==> src/rtl/uart_rx_packetizer.sv <==
// uart_rx_packetizer: packs received UART bytes into 24-bit payloads and
// writes them to the rx FIFO as {1'b0, count[1:0], 2'b00, payload[23:0]}.
// A partial payload is sent after an idle timeout or on a flush request.
// One packet is buffered against FIFO back-pressure; bytes that arrive with
// no room anywhere are dropped and counted.
module uart_rx_packetizer #(
   parameter int unsigned FLUSH_CYCLES = 104160,
   parameter int unsigned DROP_CNT_W   = 8,
   parameter int unsigned PW           = 29
) (
   input  logic                  clk,
   input  logic                  rst,
   input  logic [7:0]            byte_in,
   input  logic                  byte_valid,
   input  logic                  flush,
   output logic [PW-1:0]         rx_data,
   output logic                  rx_wren,
   input  logic                  rx_full,
   output logic                  overflow,
   output logic [DROP_CNT_W-1:0] drop_count,
   output logic                  idle
);

   localparam int unsigned TW = $clog2(FLUSH_CYCLES);
   localparam logic [TW-1:0] TIMER_MAX = TW'(FLUSH_CYCLES - 1);

   // Accumulator states, encoded directly by the byte count
   localparam logic [1:0] ACC_EMPTY = 2'd0;
   localparam logic [1:0] ACC_FULL  = 2'd3;

   logic [23:0]           acc_data_q, acc_data_d;
   logic [1:0]            acc_cnt_q, acc_cnt_d;
   logic [TW-1:0]         timer_q, timer_d;
   logic                  flush_hold_q, flush_hold_d;
   logic                  pending_q, pending_d;
   logic [PW-1:0]         rx_data_q, rx_data_d;
   logic                  overflow_q, overflow_d;
   logic [DROP_CNT_W-1:0] drop_count_q, drop_count_d;
   logic                  idle_q, idle_d;

   logic acc_empty, acc_full, acc_partial;
   logic out_free, trig_full, trig_timeout, trig_flush, xfer, drop;

   // FIFO enable: registered payload, enable qualified by back-pressure and reset
   assign rx_wren = pending_q & ~rx_full & ~rst;

   // Transfer and drop decisions for this cycle
   always_comb begin
      acc_empty    = (acc_cnt_q == ACC_EMPTY);
      acc_full     = (acc_cnt_q == ACC_FULL);
      acc_partial  = ~acc_empty & ~acc_full;
      out_free     = ~pending_q | rx_wren;
      trig_full    = acc_full;
      trig_timeout = acc_partial & (timer_q == TIMER_MAX) & ~byte_valid;
      trig_flush   = (flush | flush_hold_q) & ~acc_empty;
      xfer         = (trig_full | trig_timeout | trig_flush) & out_free;
      drop         = byte_valid & acc_full & ~xfer;
   end

   // Next-state logic for accumulator, out stage and drop accounting
   always_comb begin
      acc_data_d   = acc_data_q;
      acc_cnt_d    = acc_cnt_q;
      timer_d      = timer_q;
      flush_hold_d = flush_hold_q;
      pending_d    = pending_q;
      rx_data_d    = rx_data_q;
      overflow_d   = overflow_q;
      drop_count_d = drop_count_q;

      if (xfer) begin
         // Out stage takes the old contents; a coincident byte starts a fresh payload
         rx_data_d    = PW'({1'b0, acc_cnt_q, 2'b00, acc_data_q});
         flush_hold_d = 1'b0;
         timer_d      = '0;
         if (byte_valid) begin
            acc_data_d = {16'h0000, byte_in};
            acc_cnt_d  = 2'd1;
         end else begin
            acc_data_d = '0;
            acc_cnt_d  = ACC_EMPTY;
         end
      end else begin
         // A flush that cannot be served yet is kept until the transfer happens
         if (flush && !acc_empty) begin
            flush_hold_d = 1'b1;
         end
         if (byte_valid) begin
            if (!acc_full) begin
               acc_data_d[{acc_cnt_q, 3'b000} +: 8] = byte_in;
               acc_cnt_d = acc_cnt_q + 2'd1;
               timer_d   = '0;
            end
         end else if (acc_partial && (timer_q != TIMER_MAX)) begin
            timer_d = timer_q + TW'(1);
         end
      end

      if (rx_wren) begin
         pending_d = 1'b0;
      end
      if (xfer) begin
         pending_d = 1'b1;
      end

      if (drop) begin
         overflow_d = 1'b1;
         if (drop_count_q != '1) begin
            drop_count_d = drop_count_q + DROP_CNT_W'(1);
         end
      end

      idle_d = (acc_cnt_d == ACC_EMPTY) & ~pending_d;
   end

   // State registers with synchronous reset
   always_ff @(posedge clk) begin
      if (rst) begin
         acc_data_q   <= '0;
         acc_cnt_q    <= ACC_EMPTY;
         timer_q      <= '0;
         flush_hold_q <= 1'b0;
         pending_q    <= 1'b0;
         rx_data_q    <= '0;
         overflow_q   <= 1'b0;
         drop_count_q <= '0;
         idle_q       <= 1'b1;
      end else begin
         acc_data_q   <= acc_data_d;
         acc_cnt_q    <= acc_cnt_d;
         timer_q      <= timer_d;
         flush_hold_q <= flush_hold_d;
         pending_q    <= pending_d;
         rx_data_q    <= rx_data_d;
         overflow_q   <= overflow_d;
         drop_count_q <= drop_count_d;
         idle_q       <= idle_d;
      end
   end

   assign rx_data    = rx_data_q;
   assign overflow   = overflow_q;
   assign drop_count = drop_count_q;
   assign idle       = idle_q;

endmodule

==> config.mk <==
export PLATFORM = sky130hd
export DESIGN_NAME = uart_rx_packetizer
export DESIGN_NICKNAME = d
export VERILOG_FILES = /design/src/rtl/uart_rx_packetizer.sv
export SDC_FILE = /design/constraint.sdc
export NUM_CORES = 1
export LEC_CHECK = 0
export CAP_MARGIN = 20
export CORE_AREA = 5 5 88 90
export DETAILED_ROUTE_END_ITERATION = 6
export DIE_AREA = 0 0 93 95
export GPL_TIMING_DRIVEN = 0
export PLACE_DENSITY = 0.75
export SYNTH_ARGS = -nofsm -noshare
export SYNTH_HDL_FRONTEND = slang
export SYNTH_SLANG_ARGS = --single-unit
export TNS_END_PERCENT = 100
==> constraint.sdc <==
create_clock -name clk -period 2.6 [get_ports clk]
set_input_delay 0.52 -clock clk [delete_from_list [all_inputs] [get_ports clk]]
set_output_delay 0.52 -clock clk [all_outputs]
set_load 0.01 [all_outputs]
==> reports/metrics.cfg, run 1 <==
[clocking]
path_clk_slew_ps = 80
htree_levels = 3
cts_made_buffers = 9
cts_buffer_depth = 2
cts_tree = done
root_buffer = clkbuf_8
holdBufCountCts = 0
insertion_delay_ps = 350
cts_sinks = 81

[floorplan]
initial_utilization_pct = 51.2
die_area_mm2 = 0.00884
core-area_mm2 = 0.00698
die_y_um = 95
dieWidth_um = 93
rows = 31
pin_count = 53

[synthesis]
synth-edff-count = 0
yosys-top-cells-count = dfxtp_1 (81), nand2_1 (69), nor2_1 (42)
synth-seq-area-share_pct = 45.4
synth_area_mm2 = 0.00357
synth.avg_cell_area_um2 = 9.16
synthFlopType = dfxtp_1
synth_cell_types = 53
ys_top_cells_by_area = dfxtp_1 (45%), mux2i_1 (7.6%), nand2_1 (7.2%)
yosysMostFrequentCell = dfxtp_1
netlist_instances = 390
synth_top_area_cell = dfxtp_1
synth_top_area_share_pct = 45.4
async_flop_share_pct = 0
yosysWarnings = 0
ys_seq_elements = 81

[global_routing]
grt_pass1_wl_um = 13300
grt_start_max_net_pins = 14
grtUsageTotal_pct = 19.0
grt_overflow = 0
antenna_found_initial = 0
grt_pass1_vias = 2789

[sta]
fin_tns_setup_ps = 0
slew_violations = 0
finClkSkew_ps = 8.94
hold_viol = 0
finalSetupViolCount = 0
min_period_ps = 2420
tightest_slew_ps = 624
max_slew_margin_pct = 58.1
fmax_ghz = 0.413
rsz0062_at_grt = no
hold_ws_ps = 459
fin_crit_sh_pct = 93.2

[setup_path]
critPathLaunchType = flop
crit_arrival_ps = 2700
cpLargestDelayFamily = simple AND/OR/NAND/NOR gates
cpPeakStageDelay_ps = 520
worst-path-buf-inv = 1
critical_path.cell_chain = inv_1 -> ha_1 -> nor2b_2 -> nand2_1 -> or3_1 -> a21oi_1
worstRegToRegCells = 6
end_kind = flop
r2r_end = timer_q[7]
crit_path_top_delay_cell = dfxtp_1
critPathRequiredTime_ps = 2880
crit_end = timer_q[7]
crit_fanout = 7
r2r_start = acc_cnt_q[0]
cp-startpoint = acc_cnt_q[0]
cp.depth = 6
crit_type = reg -> reg
ff2ff_setup_slack_ps = 180

[finish]
drive_above_1_share_pct = 8.99
areaGrowthSynthToFinish_pct = 22.7
antenna_cells = 0
nNetsFinal = 471
final_util_pct = 62.8

[routing]
drt_iter0_markers = 133
vias = 2958
dr.pass1.iters = 5
route.detailed.drc = 0
ant_nets = 0
avgRoutedWirePerCell_um = 14.9
routed_wl_um = 8000
via_per_inst = 5.50

[job]
timing.max_cap.violations = 0

[pwr]
switching_power_w = 0.000646
power_frac_clock_pct = 35.7
internal_power_w = 0.00186
peakVddDrop_mv = 0.424
seqPwrFrac_pct = 51.3
power_density_mw_per_mm2 = 571
swShare_pct = 25.8
comb_power_share_pct = 13.0
p_leak_nw = 1.53

[place]
place.gp.congestion = 0.934
dp_hpwl_um = 5850
port_buffers = 49

[outcome]
status = completed

[worst_hold_path]
hold_class = reg -> reg
min-delay-start = rx_data[6]

[placed cells by master (no fill, tap or decap), drive strengths merged, types with 6 or more instances in the layout]
cell type,count
clkdlybuf4s50,49
a21oi,13
and3,6
buf,13
o21ai,9
inv,8
nor3,12
xnor2,10
nand2,69
nor2,42
nand3,10
a22oi,16
a22o,8
mux2i,27
clkbuf,19
nand4,7
dfxtp,81
ha,7
[registers in the layout, summed over array words and instances (netlist names)]
register,count
idle,1
pending_q,1
overflow,1
flush_hold_q,1
drop_count,8
acc_data_q,24
acc_cnt_q,2
rx_data,26
timer_q,17
[per-stage QoR]
| stage | total power (W) | setup WS, ps | cell area (µm²) | std cells |
|---|---|---|---|---|
| floorplan | 0.00153 | 508 | 3580 | 392 |
| global placement | 0.00163 | 82.5 | 4170 | 523 |
| detailed placement | 0.00163 | 8.57 | 4170 | 523 |
| CTS | 0.00252 | 39.0 | 4380 | 539 |
| global route | 0.00261 | 8.72 | 4390 | 538 |
| finish | 0.00251 | 178 | 4390 | 538 |
[kinds of logic (layout without fill, tap and decap cells)]
| logic type | after synthesis | count (layout) | share of synthesized area (%) |
|---|---|---|---|
| flip-flops | 81 | 81 | 45.4 |
| other | 1 | 3 | 0.105 |
| XOR/XNOR | 11 | 11 | 2.70 |
| AO/OA/AOI/OAI | 62 | 62 | 13.0 |
| multiplexers | 28 | 28 | 7.88 |
| AND/OR/NAND/NOR | 173 | 173 | 23.6 |
| adder cells (fa/ha/maj) | 7 | 7 | 2.45 |
| buffers and inverters | 27 | 91 | 4.83 |
[final cells by class]
| type | instances | area [µm²] |
|---|---|---|
| Buffer | 19 | 143 |
| Clock buffer | 13 | 179 |
| Clock inverter | 3 | 21.3 |
| Fill cell | 594 | 2600 |
| Inverter | 7 | 26.3 |
| Multi-Input combinational cell | 284 | 1800 |
| Sequential cell | 81 | 1620 |
| Tap cell | 82 | 103 |
| Timing Repair Buffer | 49 | 490 |
[power by group through the flow]
stage / Sequential [W] / Combinational [W] / Clock, W
global route: 0.00129 / 0.000352 / 0.000968
floorplan: 0.00131 / 0.000221 / 0
global placement: 0.00131 / 0.000316 / 0
CTS: 0.00129 / 0.000321 / 0.000914
detailed placement: 0.00131 / 0.000318 / 0
finish: 0.00129 / 0.000325 / 0.000896
[repair_timing]
action / 4_1_cts / 5_1_grt
endpoints found under the setup margin: 1 / 44
pin swaps: 0 / 0
buffers inserted: 0 / 0
gates resized for setup: 1 / 2
[worst min path at each step]
stage,cells past startpoint,slack (ps),endpoint
4_1_cts,2,460,rx_data[6]
3_3_place_gp,2,440,rx_data[5]
2_1_floorplan,2,440,rx_data[0]
3_5_place_dp,2,450,rx_data[6]
5_1_grt,2,490,rx_data[12]
6_report,2,460,rx_data[6]
[tightest hold or removal path, cell delays in order (launching register included)]
cell     delay [ps]
dfxtp_1         310
nand2_1          50
mux2i_1          50
[routing by layer]
layer | vias up | part of all wire [%] | global-route usage, %
met2 | 71 | 47 | 30.4
met1 | 1387 | 48 | 24.9
met4 | 0 | 1.2 | 8.18
li1 | 1491 | - | -
met5 | - | 0 | 0
met3 | 9 | 4.3 | 3.75
(Power assumes the default switching activity.)
==> run 2: changes to the inputs <==
Settings changed: SKIP_LAST_GASP from default to 1, SLEW_MARGIN from default to 5.
==> results of run 2 <==
The final DEF is identical to that of run 1; final timing and power are the same.
==> run 3: changes to the inputs <==
Settings changed: CTS_CLUSTER_DIAMETER from default to 120, CTS_CLUSTER_SIZE from default to 24.
==> results of run 3 <==
The final DEF is identical to that of run 1; final timing and power are the same.
